[src/rtl/uart_tx_arbiter_if.sv]
// Bus bundle between the message sources, the arbiter and the shared uart_tx.
// The master modport is the arbiter's view; slave is the sources/transmitter side.
interface uart_tx_arbiter_if #(
    parameter int NUM_REQ = 4
);
    logic [NUM_REQ-1:0]   req_valid;
    logic [8*NUM_REQ-1:0] req_data;
    logic [NUM_REQ-1:0]   req_last;
    logic [NUM_REQ-1:0]   req_ready;
    logic [NUM_REQ-1:0]   grant;
    logic                 uart_tx_send;
    logic [7:0]           uart_tx_data;
    logic                 uart_tx_done;
    logic                 uart_tx_busy;
    logic                 abort;

    modport master (
        input  req_valid, req_data, req_last, uart_tx_done, uart_tx_busy,
        output req_ready, grant, uart_tx_send, uart_tx_data, abort
    );

    modport slave (
        output req_valid, req_data, req_last, uart_tx_done, uart_tx_busy,
        input  req_ready, grant, uart_tx_send, uart_tx_data, abort
    );
endinterface

[src/rtl/uart_tx_arbiter.sv]
// Round-robin arbiter sharing one uart_tx between NUM_REQ framed-message sources.
// Optional stall timeout with abort pulse is built when UART_ARB_TIMEOUT_EN is defined.
module uart_tx_arbiter #(
    parameter int NUM_REQ = 4,
    parameter int TIMEOUT = 255
) (
    input  logic                clk,
    input  logic                rst,
    uart_tx_arbiter_if.master   bus
);
    localparam int PW = (NUM_REQ > 1) ? $clog2(NUM_REQ) : 1;

    typedef enum logic [1:0] {
        IDLE = 2'd0,
        SEND = 2'd1,
        WAIT = 2'd2
    } state_e;

    if (NUM_REQ < 2 || NUM_REQ > 8 || TIMEOUT < 1 || TIMEOUT > 65535) begin : gParamCheck
        $error("uart_tx_arbiter: NUM_REQ or TIMEOUT out of range");
    end

    state_e             state_q, state_d;
    logic [NUM_REQ-1:0] grant_q, grant_d;
    logic [PW-1:0]      ptr_q, ptr_d;
    logic               lastFlag_q, lastFlag_d;
    logic               send_q, send_d;
    logic [7:0]         data_q, data_d;

    logic [PW-1:0]      ownerIdx;
    logic [PW-1:0]      nextPtr;
    logic [PW-1:0]      searchIdx;
    logic [PW-1:0]      winnerIdx;
    logic               winnerFound;

`ifdef UART_ARB_TIMEOUT_EN
    logic [15:0]        tmoCnt_q, tmoCnt_d;
    logic               abort_q, abort_d;
`endif

    // Owner index decode and the first valid requester searching from ptr
    always_comb begin
        ownerIdx    = '0;
        searchIdx   = '0;
        winnerIdx   = '0;
        winnerFound = 1'b0;
        for (int i = 0; i < NUM_REQ; i++) begin
            if (grant_q[i]) begin
                ownerIdx = PW'(i);
            end
        end
        for (int k = 0; k < NUM_REQ; k++) begin
            searchIdx = PW'((int'(ptr_q) + k) % NUM_REQ);
            if (!winnerFound && bus.req_valid[searchIdx]) begin
                winnerFound = 1'b1;
                winnerIdx   = searchIdx;
            end
        end
        nextPtr = (ownerIdx == PW'(NUM_REQ - 1)) ? '0 : ownerIdx + PW'(1);
    end

    always_comb begin
        state_d    = state_q;
        grant_d    = grant_q;
        ptr_d      = ptr_q;
        lastFlag_d = lastFlag_q;
        send_d     = 1'b0;
        data_d     = data_q;
`ifdef UART_ARB_TIMEOUT_EN
        tmoCnt_d   = tmoCnt_q;
        abort_d    = 1'b0;
`endif
        case (state_q)
            IDLE: begin
                if (winnerFound && !bus.uart_tx_busy) begin
                    grant_d            = '0;
                    grant_d[winnerIdx] = 1'b1;
                    state_d            = SEND;
`ifdef UART_ARB_TIMEOUT_EN
                    tmoCnt_d           = '0;
`endif
                end
            end
            SEND: begin
                if (bus.req_valid[ownerIdx]) begin
                    data_d     = bus.req_data[{ownerIdx, 3'b000} +: 8];
                    send_d     = 1'b1;
                    lastFlag_d = bus.req_last[ownerIdx];
                    state_d    = WAIT;
                end
`ifdef UART_ARB_TIMEOUT_EN
                // A stalled owner loses the transmitter; bytes already sent stay sent
                else if (tmoCnt_q == 16'(TIMEOUT - 1)) begin
                    abort_d = 1'b1;
                    grant_d = '0;
                    ptr_d   = nextPtr;
                    state_d = IDLE;
                end else begin
                    tmoCnt_d = tmoCnt_q + 16'd1;
                end
`endif
            end
            WAIT: begin
                if (bus.uart_tx_done) begin
                    if (lastFlag_q) begin
                        grant_d = '0;
                        ptr_d   = nextPtr;
                        state_d = IDLE;
                    end else begin
                        state_d = SEND;
`ifdef UART_ARB_TIMEOUT_EN
                        tmoCnt_d = '0;
`endif
                    end
                end
            end
            default: state_d = IDLE;
        endcase
    end

    always_ff @(posedge clk or posedge rst) begin
        if (rst) begin
            state_q    <= IDLE;
            grant_q    <= '0;
            ptr_q      <= '0;
            lastFlag_q <= 1'b0;
            send_q     <= 1'b0;
            data_q     <= 8'h00;
`ifdef UART_ARB_TIMEOUT_EN
            tmoCnt_q   <= '0;
            abort_q    <= 1'b0;
`endif
        end else begin
            state_q    <= state_d;
            grant_q    <= grant_d;
            ptr_q      <= ptr_d;
            lastFlag_q <= lastFlag_d;
            send_q     <= send_d;
            data_q     <= data_d;
`ifdef UART_ARB_TIMEOUT_EN
            tmoCnt_q   <= tmoCnt_d;
            abort_q    <= abort_d;
`endif
        end
    end

    assign bus.req_ready    = (state_q == SEND) ? grant_q : '0;
    assign bus.grant        = grant_q;
    assign bus.uart_tx_send = send_q;
    assign bus.uart_tx_data = data_q;
`ifdef UART_ARB_TIMEOUT_EN
    assign bus.abort        = abort_q;
`else
    assign bus.abort        = 1'b0;
`endif
endmodule

[src/flat_wrapper.sv]
// flat-port wrapper written by rule: the top's interface ports become plain ports
module uart_tx_arbiter_flat 
#(
    parameter int NUM_REQ = 4,
    parameter int TIMEOUT = 255
)
  (clk, rst, bus_req_valid, bus_req_data, bus_req_last, bus_uart_tx_done, bus_uart_tx_busy, bus_req_ready, bus_grant, bus_uart_tx_send, bus_uart_tx_data, bus_abort);
  uart_tx_arbiter_if #(.NUM_REQ(NUM_REQ)) bus_i ();
  input  logic clk;
  input  logic rst;
  input wire logic [$bits(bus_i.req_valid)-1:0] bus_req_valid;
  input wire logic [$bits(bus_i.req_data)-1:0] bus_req_data;
  input wire logic [$bits(bus_i.req_last)-1:0] bus_req_last;
  input wire logic [$bits(bus_i.uart_tx_done)-1:0] bus_uart_tx_done;
  input wire logic [$bits(bus_i.uart_tx_busy)-1:0] bus_uart_tx_busy;
  output wire logic [$bits(bus_i.req_ready)-1:0] bus_req_ready;
  output wire logic [$bits(bus_i.grant)-1:0] bus_grant;
  output wire logic [$bits(bus_i.uart_tx_send)-1:0] bus_uart_tx_send;
  output wire logic [$bits(bus_i.uart_tx_data)-1:0] bus_uart_tx_data;
  output wire logic [$bits(bus_i.abort)-1:0] bus_abort;
  assign bus_i.req_valid = bus_req_valid;
  assign bus_i.req_data = bus_req_data;
  assign bus_i.req_last = bus_req_last;
  assign bus_i.uart_tx_done = bus_uart_tx_done;
  assign bus_i.uart_tx_busy = bus_uart_tx_busy;
  assign bus_req_ready = bus_i.req_ready;
  assign bus_grant = bus_i.grant;
  assign bus_uart_tx_send = bus_i.uart_tx_send;
  assign bus_uart_tx_data = bus_i.uart_tx_data;
  assign bus_abort = bus_i.abort;
  uart_tx_arbiter #(.NUM_REQ(NUM_REQ), .TIMEOUT(TIMEOUT)) u_core (.clk(clk), .rst(rst), .bus(bus_i));
endmodule
[config.mk]
export PLATFORM = sky130hd
export DESIGN_NAME = uart_tx_arbiter_flat
export DESIGN_NICKNAME = d
export VERILOG_FILES = /design/src/rtl/uart_tx_arbiter_if.sv /design/src/rtl/uart_tx_arbiter.sv /design/src/flat_wrapper.sv
export SDC_FILE = /design/constraint.sdc
export NUM_CORES = 1
export LEC_CHECK = 0
export CORE_MARGIN = 4
export CORE_UTILIZATION = 30
export DETAILED_ROUTE_END_ITERATION = 8
export GPL_ROUTABILITY_DRIVEN = 0
export PLACE_DENSITY = 0.73
export SYNTH_ARGS = -nofsm -noshare
export SYNTH_HDL_FRONTEND = slang
export SYNTH_SLANG_ARGS = --single-unit
[constraint.sdc]
create_clock -name clk -period 5 [get_ports clk]
set_input_delay 1 -clock clk [delete_from_list [all_inputs] [get_ports clk]]
set_output_delay 1 -clock clk [all_outputs]
set_load 0.01 [all_outputs]
==> results.md, run 1 <==
- Outcome: complete, no violations
- Routed wire per std cell: ~16 um
- Post-synthesis async set-or-reset flop share: 100%
- CTS max path bufs: 2
- DRT iter0 DRCs: 29
- Avg Cell Area, Syn: slightly above 10 sq um
- Post-Synthesis Cells: approximately 120
- Number of global-route vias before repair: 1148
- RSZ-0062 raised after global routing: false
- Sequential cell area: ~450 sq um
- Final hold vios: 0
- Max-slew violations: 0
- Worst-path clk slew: 0.06 ns
- Inst Count DP: 214
- Global-route usage over all layers: roughly 14%
- Post-route insts no fill: between 200 and 250
- CP peak stage delay: a little over 0.8 ns
- # clock sinks: 18
- Area Growth Syn to Fin: 54.4%
- CTS Root Cell: clkbuf_8
- Top Family by Delay on Critical Path: flip-flops
- Max Fanout on Critical Path: 15
- Drt drc: 0
- Worst Path Buf+Inv: 1
- Row cnt: 22
- Later-pin clock latency in the skew report: 0.25 ns
- Setup CP Type: flop to primary output
- Antenna diode count: 0
- Die height: between 70 and 80 um
- Crit-path cells: and2_1 -> clkdlybuf4s50_1
- Slew @ Worst Pin: 0.748 ns
- Total power draw: between 0.0009 and 0.001 W
- Largest net degree at the start of global routing: 20
- Vias per Instance: 5.07
- CP Capture Type: primary output
- H-tree depth: 1
- Setup bufs post-CTS: 0
- Chip Width: just over 70 um
- Library cells used by synthesis: 36
- Crit path DAT: 1.83 ns
- Global-route wire length before repair: about 5700 um
- Post-CTS Hold Fix Bufs: 0
- Pre-antenna DRT Iters: 4
- TritonCTS clock tree: yes
- Max frequency: 353 MHz
- Num CTS Buffers: 3
- Final wirelength: 3460 um
- # nets final: between 200 and 250
- # resized after CTS: 0
- Post-route antenna net violation count: 0
- Share of cells above drive strength 1: 9.47%
- Maximum VDD drop: about 160 uV
- Post-synth EDFFs: 0
- DPL Wire Length: roughly 2700 um
- Yosys reg bits: 18
- Leakage power total: between 0.7 and 0.8 nW
- Seq/Total Area, Yosys: 38.6%
- Port bufs: 60
- HP Class: flop to flop
- Fin crit period: approximately 2.8 ns
- Worst slew margin: between 50% and 60%
- Warnings, synthesis: 0
- IO Count: slightly above 60
- Total power per unit cell area: a little over 500 nW/um^2
- CP max stage cell: dfrtp_1
- Initial Utilization: 31.4%
- Ys flop type: dfrtp_1
- Sum of negative setup slack: 0 ns
- Die ar.: 4950 sq um
- Routed vias: around 1.1k
- Clock Skew: 0.000853 ns
- Core Area: around 3700 sq um
- Multi-input combinational cell area: around 640 sq um
- Final setup viols: 0
- Synth Cell Area: about 1200 sq um
- Total grt overflow: 0
- Startpoint types: flop
- Max Cap Viol: 0
- Fillers: ~350
- Initial antenna violation count: 0
- Synthesized net count: 160
- Worst EP required: roughly 4.0 ns
- Period utilisation layout: between 50% and 60%
## kinds of logic after synthesis
family | count (synthesis) | synth area share [%]
AO/OA/AOI/OAI | 32 | 18.9
buffers and inverters | 14 | 6.97
flip-flops | 18 | 38.6
multiplexers | 20 | 20.4
other | 1 | 0.321
AND/OR/NAND/NOR | 31 | 14.9
## metal layers
| metal | global-route usage (%) | up-vias | share of wire (%) |
|---|---|---|---|
| met5 | 0 | - | 0 |
| met4 | 5.11 | 0 | 1.8 |
| met3 | 5.47 | 7 | 11 |
| met2 | 20.8 | 59 | 41 |
| met1 | 19.0 | 506 | 47 |
| li1 | - | 529 | - |
## cell type report
class	count	area share, %
Multi-Input combinational cell	84	35.3
Timing Repair Buffer	60	33.3
Sequential cell	18	25.0
Tap cell	48	3.33
Clock buffer	3	2.29
Inverter	4	0.833
## worst register-to-register path: cells and delay by family (launching register included)
kind	cells	cell delay [ns]
muxes	2	0.56
DFF	1	0.83
and+or+nand+nor	1	0.31
AOI/OAI and AO/OA	1	0.32
## per-stage QoR
step | hold WS, ns | cell area, sq um | util [%] | setup WS, ns
6_report | 0.510 | 1800 | 48.5 | 2.17
3_5_place_dp | 0.497 | 1760 | 47.4 | 2.21
5_1_grt | 0.527 | 1800 | 48.5 | 2.07
2_1_floorplan | 0.471 | 1170 | - | 2.96
3_3_place_gp | 0.498 | 1760 | 47.4 | 2.27
4_1_cts | 0.511 | 1800 | 48.5 | 2.15
## cells in the mapped netlist (2+ instances only)
cell / n / area, sq um
o21ai_0: 8 / 40.0
buf_2: 3 / 15.0
mux2i_1: 11 / 110
a22oi_1: 8 / 60.1
o22ai_1: 2 / 12.5
mux2_4: 7 / 105
a21oi_1: 3 / 15.0
o31ai_1: 6 / 45.0
and2_1: 4 / 25.0
nand3_1: 4 / 20.0
inv_1: 4 / 15.0
nor2_1: 5 / 18.8
nor2b_1: 4 / 25.0
nand2_1: 3 / 11.3
clkbuf_1: 2 / 7.51
dfrtp_1: 18 / 450
buf_4: 2 / 15.0
mux2_2: 2 / 22.5
or2_2: 2 / 12.5
nor3_1: 2 / 10.0
## where the power goes
part	switching, W	internal (W)
clock	0.0000433	0.0000534
sequential	0.0000940	0.000215
combinational	0.000211	0.000309
## layout by cell type, fill, tap and decap left out, drive strengths merged
cell type      Yosys  final
o21ai              8      8
nor2               5      5
mux2i             11     11
inv                4      4
o21a               1      1
conb               1      1
mux2               9      9
a222oi             1      1
dfrtp             18     18
or4                1      1
nor4               1      1
clkbuf             3      3
nor3b              1      1
and2               5      5
a221oi             1      1
nor3               2      2
nand2              3      3
nand3              4      4
nand4b             1      1
nand2b             1      1
a31oi              1      1
o22ai              2      2
or2                2      2
nor2b              4      4
or3                1      1
a22oi              8      8
a21oi              3      3
o31ai              6      6
o22a               1      1
clkdlybuf4s50      0     60
## worst paths after layout
check                                                       start                                endpoint  slack [ns]  cells past startpoint
setup / recovery                  u_core.bus.grant[1]$_DFFE_PP0P_                        bus_req_ready[1]        2.17                      2
hold / removal             u_core.bus.uart_tx_data[2]$_DFFE_PP0P_  u_core.bus.uart_tx_data[2]$_DFFE_PP0P_        0.51                      1
setup reg to reg                  u_core.bus.grant[1]$_DFFE_PP0P_  u_core.bus.uart_tx_data[5]$_DFFE_PP0P_        2.87                      4
hold reg to reg            u_core.bus.uart_tx_data[2]$_DFFE_PP0P_  u_core.bus.uart_tx_data[2]$_DFFE_PP0P_        0.51                      1
max in group asynchronous                                     rst  u_core.bus.uart_tx_data[1]$_DFFE_PP0P_        3.43                      2
min in group asynchronous                                     rst  u_core.bus.uart_tx_data[4]$_DFFE_PP0P_        1.15                      2
## registers in the layout (all words and copies together), names as in the netlist
name,cells
u_core.bus.uart_tx_data,8
u_core.state_q,2
u_core.ptr_q,2
u_core.bus.uart_tx_send,1
u_core.lastFlag_q,1
u_core.bus.grant,4
(Power assumes the default switching activity.)
==> inputs of run 2 (changes only) <==
Settings changed: PLACE_DENSITY 0.73 to 0.76.
Clock period 5 ns to 2.5 ns, I/O delays scaled along.
==> results.md, run 2 (synthesized netlist as in run 1, its figures left out) <==
- Initial antenna violation count: 0 (unchanged)
- Area Growth Syn to Fin: 56.9%
- Most common cell after layout, fill and taps aside: clkdlybuf4s50_1
- Sum of negative setup slack: 0 ns (unchanged)
- Routed wire per std cell: 15.3 um (-4.0%)
- Max Fanout on Critical Path: 6 (-9)
- Port bufs: 60 (unchanged)
- Fin crit period: between 2 and 2.5 ns
- CTS Root Cell: clkbuf_8
- Max FFs per register: 8 (unchanged)
- Outcome: complete, no violations
- HP Class: flop to flop
- Pre-antenna DRT Iters: 4 (unchanged)
- Final hold vios: 0 (unchanged)
- Leakage power total: 0.735 nW (+2.5%)
- Chip Width: 70.4 um (unchanged)
- CP peak stage delay: 0.53 ns (-0.30 ns)
- Max-slew violations: 0 (unchanged)
- Clock Skew: 0.00156 ns (+0.000706 ns)
- Final setup viols: 0 (unchanged)
- Num CTS Buffers: 3 (unchanged)
- Post-route insts no fill: 220 (+1.4%)
- Row cnt: 22 (unchanged)
- # resized after CTS: 0 (unchanged)
- Drt drc: 0 (unchanged)
- Die ar.: 4950 sq um (unchanged)
- DRT iter0 DRCs: 49 (+69%)
- Number of global-route vias before repair: 1190 (+3.7%)
- Largest net degree at the start of global routing: 19 (-5.0%)
- Routed vias: 1127 (+2.4%)
- RSZ-0062 raised after global routing: false
- Worst slew margin: 53.1% (+2.9 points)
- Inst Count DP: 216 (+0.93%)
- Max frequency: about 460 MHz
- Antenna diode count: 0 (unchanged)
- Startpoint types: flop
- DPL Wire Length: 2720 um (-0.11%)
- Final wirelength: 3370 um (-2.7%)
- H-tree depth: 1 (unchanged)
- Core Area: 3720 sq um (unchanged)
- Worst-path clk slew: 0.07 ns (about the same)
- Maximum VDD drop: 515 uV (+230%)
- Die height: 70.4 um (unchanged)
- Period utilisation layout: 87.9%
- Total power per unit cell area: 1040 nW/um^2 (+100%)
- Setup CP Type: flop to primary output
- Global-route wire length before repair: 5730 um (+1.3%)
- Global-route usage over all layers: 14.1% (-0.11 points)
- # clock sinks: 18 (unchanged)
- CTS max path bufs: 2 (unchanged)
- Vias per Instance: 5.12 (+0.97%)
- Total grt overflow: 0 (unchanged)
- Worst EP required: 2.00 ns (-2.00 ns)
- Initial Utilization: 31.4% (unchanged)
- TritonCTS clock tree: yes
- Crit path DAT: 1.70 ns (-0.13 ns)
- CP Capture Type: primary output
- Max Cap Viol: 0 (unchanged)
- # nets final: 217 (+0.93%)
- CP max stage cell: clkdlybuf4s50_1
- Setup bufs post-CTS: 0 (unchanged)
- Crit-path cells: nor2b_1 -> and2_1 -> clkdlybuf4s50_1
- Commonest non-fill, non-tap cells in the layout: clkdlybuf4s50_1 (60), dfrtp_1 (18), mux2i_1 (11)
- Slew @ Worst Pin: 0.703 ns (-0.0453 ns)
- Post-CTS Hold Fix Bufs: 0 (unchanged)
- Later-pin clock latency in the skew report: 0.25 ns (about the same)
- Share of cells above drive strength 1: 11.0% (+1.6 points)
- IO Count: 62 (unchanged)
- Post-route antenna net violation count: 0 (unchanged)
- Fillers: 332 (-4.6%)
[run 2: worst paths after layout]
path / depth (start not counted) / startpoint / slack (ns) / endpoint
worst max-delay path: 3 / u_core.state_q[1]$_DFFE_PP0P_ / 0.30 / bus_req_ready[3]
worst min-delay path: 1 / u_core.bus.uart_tx_data[2]$_DFFE_PP0P_ / 0.52 / u_core.bus.uart_tx_data[2]$_DFFE_PP0P_
worst max register to register: 5 / u_core.bus.grant[3]$_DFFE_PP0P_ / 0.69 / u_core.bus.uart_tx_data[4]$_DFFE_PP0P_
worst min register to register: 1 / u_core.bus.uart_tx_data[2]$_DFFE_PP0P_ / 0.52 / u_core.bus.uart_tx_data[2]$_DFFE_PP0P_
max in group asynchronous: 2 / rst / 1.46 / u_core.ptr_q[0]$_DFFE_PP0P_
min in group asynchronous: 2 / rst / 0.63 / u_core.bus.uart_tx_send$_DFF_PP0_
[run 2: worst max-delay path: cells and delay by family (launching register included)]
family	cells	cell delay, ns
and+or+nand+nor	2	0.48
DFF	1	0.43
buffers and inverters	1	0.53
[run 2: area by class of cell]
cell class	instances	area, sq um	share of cell area [%]
Timing Repair Buffer	62	616	33.6
Inverter	4	15.0	0.820
Tap cell	48	60.1	3.28
Clock buffer	4	55.1	3.01
Sequential cell	18	450	24.6
Multi-Input combinational cell	84	636	34.7
[run 2: stage by stage]
stage	setup WS (ns)	util [%]	hold slack [ns]	area, sq um	power, W
floorplan	0.840	-	0.439	1170	0.00127
global route	0.204	49.3	0.545	1830	0.00205
detailed placement	0.250	47.8	0.495	1780	0.00168
finish	0.303	49.3	0.520	1830	0.00190
global placement	0.293	47.8	0.498	1780	0.00165
CTS	0.295	49.3	0.520	1830	0.00192
[run 2: power by group]
group,internal (W),total [W],switching (W)
logic,0.000634,0.00109,0.000455
registers,0.000432,0.000574,0.000142
clock network,0.000140,0.000238,0.0000982
total,0.00121,0.00190,0.000695
[run 2: routing by layer]
layer / share of wire [%] / global-route usage (%) / up-vias
met4: 0.56 / 3.19 / 0
met1: 40 / 16.6 / 547
li1: - / - / 537
met2: 53 / 25.6 / 39
met3: 6.5 / 3.45 / 4
met5: 0 / 0 / -
